==> config.mk <==
export PLATFORM = sky130hd
export DESIGN_NAME = alu_sequencer_flat
export DESIGN_NICKNAME = d
export VERILOG_FILES = /design/src/rtl/alu_sequencer_if.sv /design/src/rtl/alu_sequencer.sv /design/src/flat_wrapper.sv
export SDC_FILE = /design/constraint.sdc
export NUM_CORES = 1
export LEC_CHECK = 0
export CAP_MARGIN = 20
export CORE_MARGIN = 2
export CORE_UTILIZATION = 40
export CTS_CLUSTER_DIAMETER = 200
export DETAILED_ROUTE_END_ITERATION = 10
export MAX_ROUTING_LAYER = met4
export PLACE_DENSITY = 0.79
export SKIP_LAST_GASP = 1
export SLEW_MARGIN = 20
export SYNTH_ARGS = -nofsm -noshare
export SYNTH_HDL_FRONTEND = slang
export SYNTH_SLANG_ARGS = --single-unit
==> constraint.sdc <==
create_clock -name i_clk -period 2.55 [get_ports i_clk]
set_input_delay 0.51 -clock i_clk [delete_from_list [all_inputs] [get_ports i_clk]]
set_output_delay 0.51 -clock i_clk [all_outputs]
set_load 0.02 [all_outputs]
==> src/rtl/alu_sequencer_if.sv <==
// -----------------------------------------------------------------------------
// alu_sequencer_if
// Bundles the request, external-ALU and result channels of alu_sequencer.
//   op_*       : request channel (valid/ready, operands, opcode)
//   alu_*      : operands/control out to an external combinational ALU and its
//                result back in the same cycle
//   res_*      : result channel (valid/ready, data, zero/neg/ovf/err flags)
// master : the environment side (requester, ALU, result consumer)
// slave  : the sequencer side
// -----------------------------------------------------------------------------
interface alu_sequencer_if #(
    parameter int WIDTH = 11
);
    logic             op_valid;
    logic             op_ready;
    logic [WIDTH-1:0] op_a;
    logic [WIDTH-1:0] op_b;
    logic [1:0]       op_code;

    logic [31:0]      alu_a;
    logic [31:0]      alu_b;
    logic [2:0]       alu_ctrl;
    logic [31:0]      alu_result;

    logic             res_valid;
    logic             res_ready;
    logic [31:0]      res_data;
    logic             res_zero;
    logic             res_neg;
    logic             res_ovf;
    logic             res_err;

    modport master (
        output op_valid, op_a, op_b, op_code,
        input  op_ready,
        input  alu_a, alu_b, alu_ctrl,
        output alu_result,
        input  res_valid, res_data, res_zero, res_neg, res_ovf, res_err,
        output res_ready
    );

    modport slave (
        input  op_valid, op_a, op_b, op_code,
        output op_ready,
        output alu_a, alu_b, alu_ctrl,
        input  alu_result,
        output res_valid, res_data, res_zero, res_neg, res_ovf, res_err,
        input  res_ready
    );
endinterface

==> src/rtl/alu_sequencer.sv <==
// -----------------------------------------------------------------------------
// alu_sequencer
// Sequences ADD / SUB / MUL requests on signed WIDTH-bit operands through an
// external 32-bit combinational add/subtract ALU. ADD/SUB take one ALU cycle;
// MUL is shift-and-add over WIDTH cycles, subtracting the partial product of
// the operand-B sign bit so the product is correctly signed.
// Ports:
//   i_clk   : clock, rising edge
//   i_rst_n : asynchronous active-low reset
//   bus     : alu_sequencer_if.slave (request, ALU and result channels)
// -----------------------------------------------------------------------------
module alu_sequencer #(
    parameter int WIDTH = 11
) (
    input  logic            i_clk,
    input  logic            i_rst_n,
    alu_sequencer_if.slave  bus
);
    typedef enum logic [1:0] {IDLE, EXEC, MUL, DONE} state_t;

    localparam logic [1:0] OP_ADD    = 2'b00;
    localparam logic [1:0] OP_SUB    = 2'b01;
    localparam logic [1:0] OP_MUL    = 2'b10;
    localparam logic [4:0] LAST_ITER = 5'(WIDTH - 1);

    state_t        r_state;
    logic [31:0]   r_a;
    logic [31:0]   r_b;
    logic [31:0]   r_acc;
    logic [1:0]    r_op;
    logic [4:0]    r_cnt;
    logic          r_op_ready;
    logic          r_res_valid;
    logic [31:0]   r_res_data;
    logic          r_res_zero;
    logic          r_res_neg;
    logic          r_res_ovf;
    logic          r_res_err;

    logic [31:0]   w_a_ext;
    logic [31:0]   w_b_ext;
    logic [31:0]   w_a_shift;
    logic [32-WIDTH:0] w_hi;
    logic          w_ovf;
    logic [31:0]   w_alu_a;
    logic [31:0]   w_alu_b;
    logic [2:0]    w_alu_ctrl;

    assign w_a_ext   = {{(32-WIDTH){bus.op_a[WIDTH-1]}}, bus.op_a};
    assign w_b_ext   = {{(32-WIDTH){bus.op_b[WIDTH-1]}}, bus.op_b};
    assign w_a_shift = r_a << r_cnt;

    // The result fits the operand range only if bits [31:WIDTH-1] are a pure
    // sign extension (all ones or all zeros).
    assign w_hi  = bus.alu_result[31:WIDTH-1];
    assign w_ovf = ~((&w_hi) | ~(|w_hi));

    // ALU drive is decoded from registered state so the external ALU result
    // is ready for capture at the next edge. The MSB iteration of a multiply
    // subtracts, since bit WIDTH-1 of B carries weight -2^(WIDTH-1).
    always_comb begin
        w_alu_a    = 32'd0;
        w_alu_b    = 32'd0;
        w_alu_ctrl = 3'b000;
        case (r_state)
            EXEC: begin
                w_alu_a    = r_a;
                w_alu_b    = r_b;
                w_alu_ctrl = (r_op == OP_SUB) ? 3'b001 : 3'b000;
            end
            MUL: begin
                w_alu_a    = r_acc;
                w_alu_b    = r_b[r_cnt] ? w_a_shift : 32'd0;
                w_alu_ctrl = ((r_cnt == LAST_ITER) && r_b[r_cnt]) ? 3'b001 : 3'b000;
            end
            default: ;
        endcase
    end

    // Main sequencer. op_ready is a register so that it stays low during reset
    // and rises only on the first clock edge after reset release.
    always_ff @(posedge i_clk or negedge i_rst_n) begin
        if (!i_rst_n) begin
            r_state     <= IDLE;
            r_a         <= 32'd0;
            r_b         <= 32'd0;
            r_acc       <= 32'd0;
            r_op        <= 2'b00;
            r_cnt       <= 5'd0;
            r_op_ready  <= 1'b0;
            r_res_valid <= 1'b0;
            r_res_data  <= 32'd0;
            r_res_zero  <= 1'b0;
            r_res_neg   <= 1'b0;
            r_res_ovf   <= 1'b0;
            r_res_err   <= 1'b0;
        end else begin
            case (r_state)
                IDLE: begin
                    r_op_ready <= 1'b1;
                    if (bus.op_valid && r_op_ready) begin
                        r_a        <= w_a_ext;
                        r_b        <= w_b_ext;
                        r_op       <= bus.op_code;
                        r_acc      <= 32'd0;
                        r_cnt      <= 5'd0;
                        r_op_ready <= 1'b0;
                        if (bus.op_code == OP_ADD || bus.op_code == OP_SUB) begin
                            r_state <= EXEC;
                        end else if (bus.op_code == OP_MUL) begin
                            r_state <= MUL;
                        end else begin
                            r_state     <= DONE;
                            r_res_valid <= 1'b1;
                            r_res_data  <= 32'd0;
                            r_res_zero  <= 1'b0;
                            r_res_neg   <= 1'b0;
                            r_res_ovf   <= 1'b0;
                            r_res_err   <= 1'b1;
                        end
                    end
                end
                EXEC: begin
                    r_state     <= DONE;
                    r_res_valid <= 1'b1;
                    r_res_data  <= bus.alu_result;
                    r_res_zero  <= (bus.alu_result == 32'd0);
                    r_res_neg   <= bus.alu_result[31];
                    r_res_ovf   <= w_ovf;
                    r_res_err   <= 1'b0;
                end
                MUL: begin
                    r_acc <= bus.alu_result;
                    r_cnt <= r_cnt + 5'd1;
                    if (r_cnt == LAST_ITER) begin
                        r_state     <= DONE;
                        r_res_valid <= 1'b1;
                        r_res_data  <= bus.alu_result;
                        r_res_zero  <= (bus.alu_result == 32'd0);
                        r_res_neg   <= bus.alu_result[31];
                        r_res_ovf   <= w_ovf;
                        r_res_err   <= 1'b0;
                    end
                end
                DONE: begin
                    if (bus.res_ready) begin
                        r_state     <= IDLE;
                        r_res_valid <= 1'b0;
                        r_op_ready  <= 1'b1;
                    end
                end
                default: r_state <= IDLE;
            endcase
        end
    end

    assign bus.op_ready  = r_op_ready;
    assign bus.alu_a     = w_alu_a;
    assign bus.alu_b     = w_alu_b;
    assign bus.alu_ctrl  = w_alu_ctrl;
    assign bus.res_valid = r_res_valid;
    assign bus.res_data  = r_res_data;
    assign bus.res_zero  = r_res_zero;
    assign bus.res_neg   = r_res_neg;
    assign bus.res_ovf   = r_res_ovf;
    assign bus.res_err   = r_res_err;
endmodule
==> src/flat_wrapper.sv <==
// flat-port wrapper written by rule: the top's interface ports become plain ports
module alu_sequencer_flat 
#(
    parameter int WIDTH = 11
)
  (i_clk, i_rst_n, bus_op_valid, bus_op_a, bus_op_b, bus_op_code, bus_op_ready, bus_alu_a, bus_alu_b, bus_alu_ctrl, bus_alu_result, bus_res_valid, bus_res_data, bus_res_zero, bus_res_neg, bus_res_ovf, bus_res_err, bus_res_ready);
  alu_sequencer_if #(.WIDTH(WIDTH)) bus_i ();
  input  logic i_clk;
  input  logic i_rst_n;
  input wire logic [$bits(bus_i.op_valid)-1:0] bus_op_valid;
  input wire logic [$bits(bus_i.op_a)-1:0] bus_op_a;
  input wire logic [$bits(bus_i.op_b)-1:0] bus_op_b;
  input wire logic [$bits(bus_i.op_code)-1:0] bus_op_code;
  output wire logic [$bits(bus_i.op_ready)-1:0] bus_op_ready;
  output wire logic [$bits(bus_i.alu_a)-1:0] bus_alu_a;
  output wire logic [$bits(bus_i.alu_b)-1:0] bus_alu_b;
  output wire logic [$bits(bus_i.alu_ctrl)-1:0] bus_alu_ctrl;
  input wire logic [$bits(bus_i.alu_result)-1:0] bus_alu_result;
  output wire logic [$bits(bus_i.res_valid)-1:0] bus_res_valid;
  output wire logic [$bits(bus_i.res_data)-1:0] bus_res_data;
  output wire logic [$bits(bus_i.res_zero)-1:0] bus_res_zero;
  output wire logic [$bits(bus_i.res_neg)-1:0] bus_res_neg;
  output wire logic [$bits(bus_i.res_ovf)-1:0] bus_res_ovf;
  output wire logic [$bits(bus_i.res_err)-1:0] bus_res_err;
  input wire logic [$bits(bus_i.res_ready)-1:0] bus_res_ready;
  assign bus_i.op_valid = bus_op_valid;
  assign bus_i.op_a = bus_op_a;
  assign bus_i.op_b = bus_op_b;
  assign bus_i.op_code = bus_op_code;
  assign bus_op_ready = bus_i.op_ready;
  assign bus_alu_a = bus_i.alu_a;
  assign bus_alu_b = bus_i.alu_b;
  assign bus_alu_ctrl = bus_i.alu_ctrl;
  assign bus_i.alu_result = bus_alu_result;
  assign bus_res_valid = bus_i.res_valid;
  assign bus_res_data = bus_i.res_data;
  assign bus_res_zero = bus_i.res_zero;
  assign bus_res_neg = bus_i.res_neg;
  assign bus_res_ovf = bus_i.res_ovf;
  assign bus_res_err = bus_i.res_err;
  assign bus_i.res_ready = bus_res_ready;
  alu_sequencer #(.WIDTH(WIDTH)) u_core (.i_clk(i_clk), .i_rst_n(i_rst_n), .bus(bus_i));
endmodule
After elaboration in Yosys (flattened, before gate mapping)
Index checks and enable logic that the tools add are counted.
{"block": "op_classes", "order_cmp": 1, "n_mux": 43, "eq_ne": 12, "bitwise": 3, "shifts": 1, "n_addsub": 1, "reduce_logical": 17}
{"cell": "$mux W32", "count": 6}
{"cell": "$pmux W32 S2", "count": 3}
{"cell": "$pmux W32 S3", "count": 1}
{"cell": "$logic_not A32 Y1", "count": 1}
{"cell": "$shl A32 B5 Y32", "count": 1}
{"cell": "$reduce_and A22 Y1", "count": 1}
{"cell": "$reduce_or A22 Y1", "count": 1}
{"cell": "$mux W1", "count": 18}
{"cell": "$pmux W1 S3", "count": 4}
{"cell": "$pmux W5 S2", "count": 1}
{"cell": "$reduce_and A5 Y1", "count": 2}
{"cell": "$mux W2", "count": 4}
{"cell": "$pmux W2 S4", "count": 1}
{"cell": "$eq A2 B1 Y1 const B", "count": 3}
{"cell": "$eq A2 B2 Y1 const B", "count": 3}
{"cell": "$lt A5 B6 Y1 const B", "count": 1}
{"cell": "$ne A2 B2 Y1 const B", "count": 3}
{"cell": "$pmux W3 S2", "count": 1}
{"cell": "$reduce_and A2 Y1", "count": 3}
{"cell": "$add A5 B1 Y5 const B", "count": 1}
{"cell": "$bmux W1 S5", "count": 1}
{"cell": "$eq A5 B4 Y1 const B", "count": 1}
{"cell": "$mux W5", "count": 1}
{"cell": "$logic_not A2 Y1", "count": 2}
{"cell": "10 further kinds", "count": 14}
{"block": "word_totals", "reg_bits": 101, "output_inout_bits": 105, "input_bits": 60, "wordCells": 91}

Longest topological paths before layout
{"block": "depth", "word_depth": 6, "depth_mapped": 9, "mapped_depth_nobuf": 7}

Worst setup path before layout
No wires, ideal clock.
{"block": "synth_timing", "path_type": "flip-flop to output port", "from": "register u_core.r_state[0]", "to": "output bus_alu_b[11]", "slack_ns": 0.012, "path_buffers": 1, "required_ns": 2.040, "stages_incl_launch_ff": 7, "arrival_time_ns": 2.028, "cell_sequence": "dfrtp_1 inv_1 ha_1 clkbuf_1 nor4b_1 o21ai_1 o21ai_0"}
{"block": "synth_between", "elab_chain_len": 2, "word_cells_on_any_way": 3, "classes_between": "eq/ne: 2; mux: 1"}
{"item": "from (decl)", "line_no": "alu_sequencer.sv:26", "rtl": "state_t r_state;"}
{"item": "from (signal assigned)", "line_no": "alu_sequencer.sv:84", "rtl": "r_state <= IDLE;"}
{"item": "from (signal assigned)", "line_no": "alu_sequencer.sv:109", "rtl": "r_state <= EXEC;"}
{"item": "from (signal assigned)", "line_no": "alu_sequencer.sv:111", "rtl": "r_state <= MUL;"}
{"item": "$eq A2 B2 Y1 / $eq A2 B1 Y1 (equally long branches)", "line_no": "alu_sequencer.sv:65", "rtl": "case (r_state)"}
{"item": "$pmux W32 S2 *", "line_no": "alu_sequencer.sv:65"}
{"item": "to (decl)", "line_no": "flat_wrapper.sv:16", "rtl": "output wire logic [$bits(bus_i.alu_b)-1:0] bus_alu_b;"}
Mark *: on every way between the ends. The rest lies on a longest branch, timed or not.

Worst setup path in the final report
{"block": "layout_timing", "from": "register u_core.r_cnt[1]", "to": "output bus_alu_b[25]"}
{"block": "layout_between", "elab_chain_len": 4, "word_cells_on_any_way": 5, "classes_between": "shift: 1; mux: 4"}
{"item": "from (decl)", "line_no": "alu_sequencer.sv:31", "rtl": "logic [4:0] r_cnt;"}
{"item": "from (signal assigned)", "line_no": "alu_sequencer.sv:134", "rtl": "r_cnt <= r_cnt + 5'd1;"}
{"item": "$bmux W1 S5", "line_no": "alu_sequencer.sv:73", "rtl": "w_alu_b = r_b[r_cnt] ? w_a_shift : 32'd0;"}
{"item": "$mux W1 (implied by the code)", "line_no": "alu_sequencer.sv:73"}
{"item": "$mux W32 *", "line_no": "alu_sequencer.sv:73"}
{"item": "$pmux W32 S2 *", "line_no": "alu_sequencer.sv:65"}
Mark *: on every way between the ends. The rest lies on a longest branch, timed or not. The select of a mux whose other input is x is not followed.

==> flow_metrics.tcl <==
set metrics [dict create \
    yosys.area.top_type "sky130_fd_sc_hd__dfrtp_1" \
    clkTransAtPathRegs_ps 70 \
    synthMostInstantiatedCell "sky130_fd_sc_hd__nand2_1" \
    setup.worst_path.class "flop to output port" \
    cts-root-buf "sky130_fd_sc_hd__clkbuf_16" \
    chipHeight_um 125 \
    critical_path.startpoint "u_core.r_cnt[1]" \
    antennaDiodeCount 0 \
    grt.total_usage_pct 25.1 \
    avgSynthCellArea_sq_um 9.40 \
    p_leak_nw 3.90 \
    worst-r2r-cell-count 10 \
    tritoncts_num_sinks 100 \
    overflow 0 \
    fmax_mhz 344 \
    detail_route.vias_per_cell 5.56 \
    finalWorstPathRequiredPeriod_ps 2910 \
    synth_area_sq_mm 0.00584 \
    outcome "finished, violations left" \
    clk-insertion-delay-late_ps 350 \
    number_of_buffer_cells_added_on_primary_ports 162 \
    grt_max_degree 43 \
    ant_nets 0 \
    multi_input_area_sq_mm 0.00328 \
    hp-class "input port to asynchronous set/reset pin" \
    yosys_warnings 0 \
    synth.top_cell.area_share_pct 42.9 \
    skew_ps 7.37 \
    dieWidth_um 125 \
    crit_share_post_route_pct 114 \
    beginning_of_the_worst_register_to_register_path "u_core.r_cnt[0]" \
    timing.critical_path.cells "buf_6 > mux2_4 > o2111ai_4 > nor3_4 > buf_6 > o31ai_4 > buf_6 > buf_16 > a21oi_1 > buf_2" \
    routed_wirelength_mm 19.5 \
    worst_path_cell_with_the_longest_stage_delay "sky130_fd_sc_hd__dfrtp_2" \
    drtIter0Drc 282 \
    synth-seq-area-share_pct 42.9 \
    detailroute.via_count 5879 \
    floorplan.initialDensity_pct 40.6 \
    number_of_antenna_violations_at_the_first_check_in_global_routing 0 \
    cp.buffers_inverters 5 \
    detailedRoute.firstPassIterationCount 5 \
    critical_path.top_delay_family "buffers and inverters" \
    critPathLaunchType "flop" \
    max_slew.worst_pin.slew_ps 645 \
    grt_setup_unrepaired "true" \
    cellPowerDensity_mw_per_mm2 1530 \
    synth-main-ff-cell "sky130_fd_sc_hd__dfrtp_1" \
    drc 0 \
    synth.top_cells.by_count "sky130_fd_sc_hd__nand2_1, sky130_fd_sc_hd__dfrtp_1, sky130_fd_sc_hd__o21ai_0" \
    setup_violations 32 \
    ys_types 60 \
    core_region_area_sq_mm 0.0144 \
    async_reset_ff_share_pct 100 \
    synth_enable_flop_cells 0 \
    cts_tree "yes" \
    drv.max_cap_violation_count 0 \
    slew_viol_final 0 \
    fillers 1204 \
    critPathMaxFanout 8 \
    vias_in_the_first_global_route 5893 \
    maxSlewHeadroom_pct 56.9 \
    floorplan.rows 44 \
    vdd.ir_drop.worst_v 0.000593 \
    floorplan.die_area_sq_mm 0.0156 \
    place.gp.congestion 0.935 \
    fin_total_pwr_mw 13.6 \
    synth-seq-cells 100 \
    synth_cells 621 \
    setup_ws_ps -356 \
    cpPeakStageDelay_ps 450 \
    grt_pass1_wl_mm 30.7 \
    dp.final_hpwl_mm 13.9 \
    htree_levels 3 \
    timing.critical_path.arrival_ps 2400 \
    holdBufCountCts 0 \
    placed_cell_count 1024 \
    floorplan.io_pins 165 \
    cp-end-kind "output port" \
    clock_tree.buffer_depth 2 \
    violations "setup timing" \
    wl_per_cell_um 18.4 \
    final_nets 936 \
    timing.critical_path.required_ps 2040 \
    drive_gt1_share_pct 33.4 \
    final_cell_count_no_fill 1057 \
    area.sequential_sq_mm 0.00251 \
    final_hold_viol_count 0 \
    cts_made_buffers 9 \
    cp.depth 10 \
    ys_top_cells_by_area "sky130_fd_sc_hd__dfrtp_1, sky130_fd_sc_hd__nand2_1, sky130_fd_sc_hd__a22o_1" \
    timing.critical_path.mode_cell "sky130_fd_sc_hd__buf_6" \
    areaGrowthSynthToFinish_pct 52.2 \
]
layer usage:
metal	global-route usage, %	vias to the layer above	wire length, um
met5	-	-	0
met4	9.98	0	673
met3	7.52	64	1640
met2	39.9	280	9280
met1	29.9	2803	7880
li1	-	2732	-
cell families (layout without fill, tap and decap cells):
kind of cell,after synthesis,count (layout),share of synthesized area [%]
other cells,1,2,0.0642
compound gates,191,191,22.8
flops,100,100,42.9
mux,50,50,10.4
xor+xnor,3,3,0.450
buf+inv,61,312,4.87
fa+ha+maj,7,7,1.50
simple gates,208,208,17.0
final cells by class:
class | instances | area share [%]
Inverter | 9 | 0.380
Sequential cell | 100 | 28.2
Multi-Input combinational cell | 461 | 36.9
Tap cell | 184 | 2.59
Timing Repair Buffer | 288 | 28.6
Clock inverter | 5 | 0.704
Clock buffer | 10 | 2.58
metrics by stage:
stage	setup TNS (ps)	hold WS [ps]	util (%)	cell area, sq um	setup WS [ps]
after global routing	-10620	193	61.8	8880	-431
final	-8420	149	61.8	8880	-356
after floorplan	0	214	-	5840	12.5
after global placement	-7330	461	58.3	8370	-289
after detailed placement	-8250	469	58.3	8370	-322
after CTS	-7750	165	61.3	8800	-326
flip-flops by register name, summed over array words and instances (netlist names):
| signal | count |
|---|---|
| u_core.r_state | 2 |
| u_core.bus.op_ready | 1 |
| u_core.r_a | 11 |
| u_core.r_acc | 32 |
| u_core.bus.res_zero | 1 |
| u_core.bus.res_neg | 1 |
| u_core.bus.res_err | 1 |
| u_core.bus.res_valid | 1 |
| u_core.bus.res_data | 31 |
| u_core.r_op | 2 |
| u_core.r_cnt | 5 |
| u_core.r_b | 11 |
| u_core.bus.res_ovf | 1 |
report_power, final:
part           switching (mW)  total, mW  internal (mW)
Sequential              0.529       2.82           2.29
Combinational            4.90       9.40           4.50
Clock                   0.612       1.37          0.761
Total                    6.04       13.6           7.56
repair_timing:
| action | 4_1_cts | 5_1_grt |
|---|---|---|
| endpoints found under the setup margin | 65 | 63 |
| setup buffers | 10 | 7 |
| cloned | 2 | 0 |
| gates resized for setup | 317 | 67 |
| pin swaps | 16 | 14 |
final timing paths:
| check | endpoint | slack (ps) |
|---|---|---|
| hold / removal | u_core.bus.res_data[30] | 150 |
| setup / recovery | bus_alu_b[25] | -360 |
| min in group i_clk | u_core.bus.res_data[3] | 480 |
| max in group asynchronous | u_core.r_b[4] | 1710 |
| setup reg to reg | u_core.bus.res_data[15] | 300 |
| hold reg to reg | u_core.bus.res_data[3] | 480 |
placed cells by master (no fill, tap or decap), types with 9 or more instances in the layout:
| cell | count |
|---|---|
| sky130_fd_sc_hd__buf_4 | 127 |
| sky130_fd_sc_hd__nand2_1 | 111 |
| sky130_fd_sc_hd__dfrtp_1 | 97 |
| sky130_fd_sc_hd__clkdlybuf4s50_1 | 96 |
| sky130_fd_sc_hd__o21ai_0 | 47 |
| sky130_fd_sc_hd__a22o_1 | 34 |
| sky130_fd_sc_hd__buf_2 | 29 |
| sky130_fd_sc_hd__mux2_2 | 26 |
| sky130_fd_sc_hd__nor2b_1 | 24 |
| sky130_fd_sc_hd__a21boi_0 | 18 |
| sky130_fd_sc_hd__nor2_1 | 18 |
| sky130_fd_sc_hd__buf_6 | 15 |
| sky130_fd_sc_hd__mux2i_1 | 14 |
| sky130_fd_sc_hd__a22oi_1 | 13 |
| sky130_fd_sc_hd__a21oi_1 | 13 |
| sky130_fd_sc_hd__buf_12 | 10 |
| sky130_fd_sc_hd__a22oi_2 | 9 |
| sky130_fd_sc_hd__clkbuf_16 | 9 |
Note: power is estimated with default switching activity, not from simulation.
